## src/rtl/sdram_arbiter_if.sv

```systemverilog
// Requester-side and controller-side signal bundle for sdram_arbiter.
// slave = the arbiter's view, master = the view of whatever drives it.
interface sdram_arbiter_if #(
    parameter int NUM_PORTS  = 4,
    parameter int ADDR_WIDTH = 24,
    parameter int DATA_WIDTH = 16
);
    logic [NUM_PORTS-1:0]            req_valid;
    logic [NUM_PORTS-1:0]            req_write;
    logic [NUM_PORTS*ADDR_WIDTH-1:0] req_address;
    logic [NUM_PORTS*DATA_WIDTH-1:0] req_wdata;
    logic [NUM_PORTS-1:0]            req_wbeat;
    logic [DATA_WIDTH-1:0]           rd_data;
    logic [NUM_PORTS-1:0]            rd_valid;
    logic [NUM_PORTS-1:0]            req_done;
    logic [1:0]                      sdram_command;
    logic [ADDR_WIDTH-1:0]           sdram_address;
    logic [DATA_WIDTH-1:0]           sdram_write_data;
    logic [DATA_WIDTH-1:0]           sdram_read_data;
    logic                            sdram_read_valid;
    logic                            sdram_write_done;

    modport slave (
        input  req_valid, req_write, req_address, req_wdata,
               sdram_read_data, sdram_read_valid, sdram_write_done,
        output req_wbeat, rd_data, rd_valid, req_done,
               sdram_command, sdram_address, sdram_write_data
    );

    modport master (
        output req_valid, req_write, req_address, req_wdata,
               sdram_read_data, sdram_read_valid, sdram_write_done,
        input  req_wbeat, rd_data, rd_valid, req_done,
               sdram_command, sdram_address, sdram_write_data
    );
endinterface

```

## src/rtl/sdram_arbiter.sv

```systemverilog
// Round-robin arbiter sharing one SDRAM controller user port between
// NUM_PORTS requesters. One transaction in flight at a time; the command is
// held until the controller's first beat indicator, then beats are counted
// and the owner gets a single-cycle req_done.
module sdram_arbiter #(
    parameter int NUM_PORTS         = 4,
    parameter int ADDR_WIDTH        = 24,
    parameter int DATA_WIDTH        = 16,
    parameter int READ_BURST_LENGTH = 1,
    parameter int WRITE_BURST       = 1
) (
    input logic            clk,
    input logic            rst_n,
    sdram_arbiter_if.slave bus
);
    localparam int PTR_W       = $clog2(NUM_PORTS);
    localparam int CNT_W       = $clog2(8) + 1;
    localparam int WRITE_BEATS = (WRITE_BURST != 0) ? READ_BURST_LENGTH : 1;
    localparam logic [PTR_W:0] NUM_PORTS_W = (PTR_W + 1)'(NUM_PORTS);

    localparam logic [1:0] CMD_IDLE  = 2'd0;
    localparam logic [1:0] CMD_WRITE = 2'd1;
    localparam logic [1:0] CMD_READ  = 2'd2;

    typedef enum logic [1:0] {IDLE, ISSUE, BURST, DONE} state_t;

    state_t                state;
    logic [PTR_W-1:0]      rr_ptr;
    logic [PTR_W-1:0]      grant;
    logic [PTR_W-1:0]      pick;
    logic                  found;
    logic                  is_write;
    logic [ADDR_WIDTH-1:0] addr_q;
    logic [ADDR_WIDTH-1:0] pick_addr;
    logic [CNT_W-1:0]      beat_cnt;
    logic [CNT_W-1:0]      beat_total;
    logic                  beat;
    logic                  active;

    assign active     = (state == ISSUE) || (state == BURST);
    assign beat       = is_write ? bus.sdram_write_done : bus.sdram_read_valid;
    assign beat_total = is_write ? CNT_W'(WRITE_BEATS) : CNT_W'(READ_BURST_LENGTH);
    assign bus.sdram_address = addr_q;

    // Round-robin search: first valid port at or after rr_ptr, with wrap.
    // NOTE: every variable gets a default at the top so no path infers a latch.
    always_comb begin
        logic [PTR_W:0] idx;
        found = 1'b0;
        pick  = rr_ptr;
        idx   = '0;
        for (int i = 0; i < NUM_PORTS; i++) begin
            idx = {1'b0, rr_ptr} + (PTR_W + 1)'(i);
            if (idx >= NUM_PORTS_W) idx = idx - NUM_PORTS_W;
            if (!found && bus.req_valid[idx[PTR_W-1:0]]) begin
                found = 1'b1;
                pick  = idx[PTR_W-1:0];
            end
        end
    end

    // Select the winner's address and the owner's current write beat.
    always_comb begin
        pick_addr            = bus.req_address[ADDR_WIDTH-1:0];
        bus.sdram_write_data = bus.req_wdata[DATA_WIDTH-1:0];
        for (int p = 0; p < NUM_PORTS; p++) begin
            if (pick == PTR_W'(p))  pick_addr = bus.req_address[p*ADDR_WIDTH +: ADDR_WIDTH];
            if (grant == PTR_W'(p)) bus.sdram_write_data = bus.req_wdata[p*DATA_WIDTH +: DATA_WIDTH];
        end
    end

    // Tell the owner its write beat is consumed this cycle.
    always_comb begin
        bus.req_wbeat = '0;
        if (active && is_write && bus.sdram_write_done) bus.req_wbeat[grant] = 1'b1;
    end

    // Transaction FSM: arbitrate, hold command until first beat, count beats, complete.
    // NOTE: non-blocking assignments throughout so every register samples pre-edge values.
    always_ff @(posedge clk or negedge rst_n) begin
        if (!rst_n) begin
            state             <= IDLE;
            rr_ptr            <= '0;
            grant             <= '0;
            is_write          <= 1'b0;
            addr_q            <= '0;
            beat_cnt          <= '0;
            bus.sdram_command <= CMD_IDLE;
            bus.req_done      <= '0;
        end else begin
            bus.req_done <= '0;
            case (state)
                IDLE: begin
                    if (found) begin
                        grant             <= pick;
                        addr_q            <= pick_addr;
                        is_write          <= bus.req_write[pick];
                        bus.sdram_command <= bus.req_write[pick] ? CMD_WRITE : CMD_READ;
                        beat_cnt          <= '0;
                        state             <= ISSUE;
                    end
                end
                ISSUE: begin
                    // Drop the command right away so the controller cannot
                    // see it again when it returns to idle.
                    if (beat) begin
                        bus.sdram_command <= CMD_IDLE;
                        beat_cnt          <= CNT_W'(1);
                        if (beat_total == CNT_W'(1)) begin
                            bus.req_done[grant] <= 1'b1;
                            state               <= DONE;
                        end else begin
                            state <= BURST;
                        end
                    end
                end
                BURST: begin
                    if (beat) begin
                        beat_cnt <= beat_cnt + CNT_W'(1);
                        if (beat_cnt + CNT_W'(1) == beat_total) begin
                            bus.req_done[grant] <= 1'b1;
                            state               <= DONE;
                        end
                    end
                end
                DONE: begin
                    rr_ptr <= (grant == PTR_W'(NUM_PORTS - 1)) ? '0 : grant + PTR_W'(1);
                    state  <= IDLE;
                end
                default: state <= IDLE;
            endcase
        end
    end

    // Register read data and steer its valid to the owner of a read.
    always_ff @(posedge clk or negedge rst_n) begin
        if (!rst_n) begin
            bus.rd_data  <= '0;
            bus.rd_valid <= '0;
        end else begin
            bus.rd_data  <= bus.sdram_read_data;
            bus.rd_valid <= '0;
            if (active && !is_write && bus.sdram_read_valid) bus.rd_valid[grant] <= 1'b1;
        end
    end
endmodule

```

## src/flat_wrapper.sv

```systemverilog
// flat-port wrapper written by rule: the top's interface ports become plain ports
module sdram_arbiter_flat 
#(
    parameter int NUM_PORTS         = 4,
    parameter int ADDR_WIDTH        = 24,
    parameter int DATA_WIDTH        = 16,
    parameter int READ_BURST_LENGTH = 1,
    parameter int WRITE_BURST       = 1
)
  (clk, rst_n, bus_req_valid, bus_req_write, bus_req_address, bus_req_wdata, bus_sdram_read_data, bus_sdram_read_valid, bus_sdram_write_done, bus_req_wbeat, bus_rd_data, bus_rd_valid, bus_req_done, bus_sdram_command, bus_sdram_address, bus_sdram_write_data);
  sdram_arbiter_if #(.NUM_PORTS(NUM_PORTS), .ADDR_WIDTH(ADDR_WIDTH), .DATA_WIDTH(DATA_WIDTH)) bus_i ();
  input logic clk;
  input logic rst_n;
  input wire logic [$bits(bus_i.req_valid)-1:0] bus_req_valid;
  input wire logic [$bits(bus_i.req_write)-1:0] bus_req_write;
  input wire logic [$bits(bus_i.req_address)-1:0] bus_req_address;
  input wire logic [$bits(bus_i.req_wdata)-1:0] bus_req_wdata;
  input wire logic [$bits(bus_i.sdram_read_data)-1:0] bus_sdram_read_data;
  input wire logic [$bits(bus_i.sdram_read_valid)-1:0] bus_sdram_read_valid;
  input wire logic [$bits(bus_i.sdram_write_done)-1:0] bus_sdram_write_done;
  output wire logic [$bits(bus_i.req_wbeat)-1:0] bus_req_wbeat;
  output wire logic [$bits(bus_i.rd_data)-1:0] bus_rd_data;
  output wire logic [$bits(bus_i.rd_valid)-1:0] bus_rd_valid;
  output wire logic [$bits(bus_i.req_done)-1:0] bus_req_done;
  output wire logic [$bits(bus_i.sdram_command)-1:0] bus_sdram_command;
  output wire logic [$bits(bus_i.sdram_address)-1:0] bus_sdram_address;
  output wire logic [$bits(bus_i.sdram_write_data)-1:0] bus_sdram_write_data;
  assign bus_i.req_valid = bus_req_valid;
  assign bus_i.req_write = bus_req_write;
  assign bus_i.req_address = bus_req_address;
  assign bus_i.req_wdata = bus_req_wdata;
  assign bus_i.sdram_read_data = bus_sdram_read_data;
  assign bus_i.sdram_read_valid = bus_sdram_read_valid;
  assign bus_i.sdram_write_done = bus_sdram_write_done;
  assign bus_req_wbeat = bus_i.req_wbeat;
  assign bus_rd_data = bus_i.rd_data;
  assign bus_rd_valid = bus_i.rd_valid;
  assign bus_req_done = bus_i.req_done;
  assign bus_sdram_command = bus_i.sdram_command;
  assign bus_sdram_address = bus_i.sdram_address;
  assign bus_sdram_write_data = bus_i.sdram_write_data;
  sdram_arbiter #(.NUM_PORTS(NUM_PORTS), .ADDR_WIDTH(ADDR_WIDTH), .DATA_WIDTH(DATA_WIDTH), .READ_BURST_LENGTH(READ_BURST_LENGTH), .WRITE_BURST(WRITE_BURST)) u_core (.clk(clk), .rst_n(rst_n), .bus(bus_i));
endmodule
```

## config.mk

```make
export PLATFORM = sky130hd
export DESIGN_NAME = sdram_arbiter_flat
export DESIGN_NICKNAME = d
export VERILOG_FILES = /design/src/rtl/sdram_arbiter_if.sv /design/src/rtl/sdram_arbiter.sv /design/src/flat_wrapper.sv
export SDC_FILE = /design/constraint.sdc
export NUM_CORES = 1
export LEC_CHECK = 0
export BUFFER_PORTS_ARGS = -buffer_cell sky130_fd_sc_hd__buf_2
export CAP_MARGIN = 5
export CORE_AREA = 2 2 99 101
export CTS_BUF_LIST = sky130_fd_sc_hd__clkbuf_16
export DETAILED_ROUTE_END_ITERATION = 16
export DIE_AREA = 0 0 101 103
export GPL_TIMING_DRIVEN = 0
export PLACE_DENSITY = 0.84
export SKIP_CTS_REPAIR_TIMING = 1
export SYNTH_ARGS = -nofsm -noshare
export SYNTH_HDL_FRONTEND = slang
export SYNTH_SLANG_ARGS = --single-unit
export TNS_END_PERCENT = 5
```

## constraint.sdc

```tcl
create_clock -name clk -period 4.6 [get_ports clk]
set_input_delay 0.46 -clock clk [delete_from_list [all_inputs] [get_ports clk]]
set_output_delay 0.46 -clock clk [all_outputs]
set_load 0.005 [all_outputs]
```

Word level (Yosys, flattened, before mapping)
Index checks and enable logic that the tools add are counted.
{"block": "totals", "register_bits": 61, "in_bits": 188, "output_inout_bits": 70}
{"block": "op_classes", "n_addsub": 9, "n_lt_le_gt_ge": 11, "n_eq_ne": 14, "mux": 51, "n_reduce_logical": 20}
{"op": "$mux W24", "count": 3}
{"op": "$mux W16", "count": 3}
{"op": "$mux W2", "count": 16}
{"op": "$mux W4", "count": 8}
{"op": "$lt A2 B3 Y1 const B", "count": 6}
{"op": "$eq A2 B2 Y1 const B", "count": 6}
{"op": "$pmux W4 S3", "count": 1}
{"op": "$mux W1", "count": 11}
{"op": "$bmux W1 S2", "count": 5}
{"op": "$ge A3 B3 Y1 const B", "count": 3}
{"op": "$logic_and A1 B1 Y1", "count": 8}
{"op": "$pmux W2 S4", "count": 1}
{"op": "$pmux W4 S2", "count": 1}
{"op": "$reduce_and A4 Y1", "count": 2}
{"op": "$sub A2 B1 Y2 const B", "count": 4}
{"op": "$add A2 B2 Y3 const B", "count": 2}
{"op": "$eq A2 B1 Y1 const B", "count": 3}
{"op": "$ne A2 B1 Y1 const B", "count": 3}
{"op": "$add A4 B1 Y4 const B", "count": 1}
{"op": "$eq A4 B1 Y1 const B", "count": 1}
{"op": "$logic_not A1 Y1", "count": 4}
{"op": "$pmux W2 S2", "count": 1}
{"op": "$add A2 B1 Y3 const B", "count": 1}
{"op": "$ge A2 B3 Y1 const B", "count": 1}
{"op": "other kinds (10)", "count": 10}

Longest topological paths before layout
{"block": "depth", "depth_word": 19, "depth_mapped": 9, "depth_no_buf": 7}

Worst setup path before layout
No wires, ideal clock.
{"block": "synth_path", "path_type": "register to output", "from": "register u_core.grant[1]", "to": "output port bus_sdram_write_data[14]", "t_arrival_ns": 1.524, "required_time_ns": 4.140, "setup_slack_ns": 2.616, "path_stages_with_launch": 9, "path_cell_list": "dfrtp_1 inv_1 ha_1 buf_2 buf_2 mux2i_1 nor2_1 a21oi_1 o21ai_0"}
{"block": "synth_via", "elab_chain_len": 4, "word_cells_on_any_way": 6}
{"item": "start, declared", "line_no": "sdram_arbiter.sv:29", "rtl": "logic [PTR_W-1:0] grant;"}
{"item": "start signal, assigned", "line_no": "sdram_arbiter.sv:95", "rtl": "grant <= pick;"}
{"item": "$eq A2 B1 Y1", "line_no": "sdram_arbiter.sv:68", "rtl": "if (grant == PTR_W'(p)) bus.sdram_write_data = bus.req_wdata[p*DATA_WIDTH +: DATA_WIDTH];"}
{"item": "$mux W16 (2 in a row)", "line_no": "sdram_arbiter.sv:68"}
{"item": "$mux W16 (*)", "line_no": "sdram_arbiter.sv:68"}
{"item": "end, declared", "line_no": "flat_wrapper.sv:27", "rtl": "output wire logic [$bits(bus_i.sdram_write_data)-1:0] bus_sdram_write_data;"}
Mark *: on every way between the ends. The rest lies on a longest branch, timed or not.

Final worst setup path
{"block": "layout_path", "from": "register u_core.grant[1]", "to": "output port bus_sdram_write_data[11]"}
The elaborated chain is that of the path after synthesis.

==> run metrics <==
largest net degree at the start of global routing=36; Root Buffer=clkbuf_16; Routed WL=11.7 mm; Port-buffer cells=257; average cell area after synthesis=9.92 um^2; DRC viols=0; critical path class=flip-flop to output pin; critical path depth=9; Yosys top cell area share=0.417; HPWL after DPL=9.52 mm; TritonCTS clock tree=done; Syn Nets=568; CTS Sinks=61; Clock Path Buffers=2; Layout area overhead=47.5%; Hold Violations, Final=0; grt ovf=0; first-pass GRT wire length=17.1 mm; vias in the first global route=3,698; worst hold path type=primary input to async pin; Post-Layout Cell Count=757; die height=103 um; Worst-path clk slew=50 ps; gpl congestion=0.856; status=complete, no violations; drt first pass iters=4; Yosys reg bits=61; Buf/Inv on CP=4; clock latency on the worst-skew pair=320 ps; Initial Util=0.387; crit-path most repeated cell=buf_2; routed vias/inst=5.10; YS warnings=0; fin nets=837; layout cell share with drive strength beyond 1=0.474; area leader, netlist=dfrtp_1; Achievable Freq=0.374 GHz; Slew headroom=0.564; Max Slew Vio Count=0; VDD IR max=0.288 mV; Routed wire per std cell=15.4 um; Worst Setup Start Kind=flip-flop; Num CTS Buffers=9; CP peak stage delay=400 ps; die area=10,400 um^2; post-synthesis cell area=3660 um^2; worst slew pin tran=654 ps; Final period util=0.581; Pleak=2.83 nW; row cnt=36; Fillers=828; critical path cell sequence=inv_1 > ha_1 > buf_2 > buf_2 > mux2i_1 > nor2_1 > a21oi_1 > o21ai_0 > buf_2; Antenna Cells=0; post-route minimum period=2670 ps; Cell Pwr Density=565 nW/um^2; Synth cell types=39; Inst Count DP=741; H-tree depth=3; register area share after synthesis=0.417; number of max-capacitance violations reported=0; Worst Skew=5.10 ps; arrival time at the worst endpoint=2210 ps; kind of cell adding the most delay to the critical path=buffers and inverters; I/O pin cnt=258; chip width=101 um; crit path max fanout=10; setup TNS=0 ps; Syn Inst Count=369; element type at the critical path end=output pin; initial DRC count=113; GRT Util Overall=0.212; RSZ-0062 raised after global routing=no; DR vias=3,857; Routed Antenna Nets=0; Core Footprint=9460 um^2; slowest stage cell on the critical path=dfrtp_1; initial antenna violation count=0; final setup fails=0; worst endpoint required time=4140 ps; Area contributors post-synth=dfrtp_1 (42%), mux2i_1 (12%), a2bb2oi_1 (6.0%); reg2reg path depth=6
cell usage after synthesis, drive strengths merged:
| cell type | count |
|---|---|
| a21bo | 1 |
| a21boi | 1 |
| a21oi | 19 |
| a22oi | 24 |
| a2bb2oi | 25 |
| and2 | 14 |
| and2b | 1 |
| and3 | 1 |
| and3b | 2 |
| buf | 13 |
| clkbuf | 15 |
| dfrtp | 61 |
| ha | 11 |
| inv | 6 |
| mux2 | 4 |
| mux2i | 44 |
| nand2 | 27 |
| nand2b | 5 |
| nand3 | 2 |
| nand3b | 1 |
| nand4b | 1 |
| nor2 | 21 |
| nor2b | 5 |
| nor3 | 3 |
| nor3b | 1 |
| nor4 | 1 |
| o211ai | 1 |
| o21a | 1 |
| o21ai | 54 |
| o31ai | 3 |
| or3b | 1 |
cells in the final DEF (no fill, tap or decap), types with 2 or more instances in the layout:
cell	n
o21ai_0	26
inv_1	6
clkinvlp_4	3
nand2_1	27
nor2b_1	5
o31ai_1	2
o21ai_2	2
nand3_1	2
ha_1	11
and2_1	14
a2bb2oi_1	25
mux2i_1	44
nor3_1	3
clkbuf_1	14
clkinv_2	2
clkbuf_16	9
a22oi_1	14
nor2_1	21
o21ai_1	26
buf_6	5
a22oi_2	10
dfrtp_1	61
a21oi_1	19
buf_2	263
and3b_1	2
nand2b_1	5
mux2_2	4
cell type report:
cell class                 instances  area [um^2]  share of cell area
sequential                        61         1530               0.283
inverter                           6         22.5             0.00417
clock buffer                       9          225              0.0417
clock inverter                     7         66.3              0.0123
multi-input combinational        274         1940               0.360
timing repair buffer             258         1310               0.242
tap                              114          143              0.0264
buffer                            28          169              0.0313
per-layer routing:
metal | global-route usage | part of all wire | up-vias
li1 | - | - | 1878
met1 | 0.234 | 0.37 | 1756
met2 | 0.402 | 0.54 | 206
met3 | 0.0400 | 0.071 | 17
met4 | 0.0832 | 0.020 | 0
met5 | 0 | 0 | -
sequential cells by signal (all words and copies together), names as in the netlist:
| register | flops |
|---|---|
| u_core.bus.sdram_command | 2 |
| u_core.bus.req_done | 4 |
| u_core.grant | 2 |
| u_core.bus.rd_data | 16 |
| u_core.bus.rd_valid | 4 |
| u_core.bus.sdram_address | 24 |
| u_core.state | 2 |
| u_core.beat_cnt | 4 |
| u_core.rr_ptr | 2 |
| u_core.is_write | 1 |
per-stage QoR:
stage | hold WS (ps) | total power, mW | worst slack [ps] | instance area [um^2] | utilization
finish | 164 | 3.05 | 1930 | 5400 | 0.571
global route | 212 | 3.29 | 1730 | 5400 | 0.571
CTS | 183 | 3.09 | 1900 | 5400 | 0.571
detailed placement | 505 | 2.42 | 2260 | 5110 | 0.540
global placement | 494 | 2.36 | 2310 | 5090 | 0.538
floorplan | 164 | 1.85 | 2620 | 3660 | -
where the power goes:
group	internal (mW)	switching (mW)
clock network	0.414	0.233
registers	0.696	0.103
logic	0.770	0.835
total	1.88	1.17
worst paths after layout:
check / slack (ps) / start / end
setup / recovery: 1930 / u_core.grant[1]$_DFFE_PN0P_ / bus_sdram_write_data[11]
hold / removal: 160 / rst_n / u_core.bus.rd_valid[3]$_DFF_PN0_
setup reg to reg: 2570 / u_core.rr_ptr[1]$_DFFE_PN0N_ / u_core.bus.sdram_address[7]$_DFFE_PN0P_
hold reg to reg: 510 / u_core.bus.sdram_address[22]$_DFFE_PN0P_ / u_core.bus.sdram_address[22]$_DFFE_PN0P_
max in group asynchronous: 3820 / rst_n / u_core.bus.sdram_address[1]$_DFFE_PN0P_
min in group clk: 250 / bus_sdram_read_data[5] / u_core.bus.rd_data[5]$_DFF_PN0_
kinds of logic after synthesis:
kind of cell	synth area share
AO/OA/AOI/OAI	0.245
AND/OR/NAND/NOR	0.116
flip-flops	0.417
multiplexers	0.133
buffers and inverters	0.0523
adder cells (fa/ha/maj)	0.0376
worst register-to-register path: stages (launching register included):
cell       delay [ps]
dfrtp_1           430
nand3b_1          110
o31ai_1           110
o31ai_4           480
clkbuf_1          420
a2bb2oi_1         260
o21ai_1            80
(Power assumes the default switching activity.)
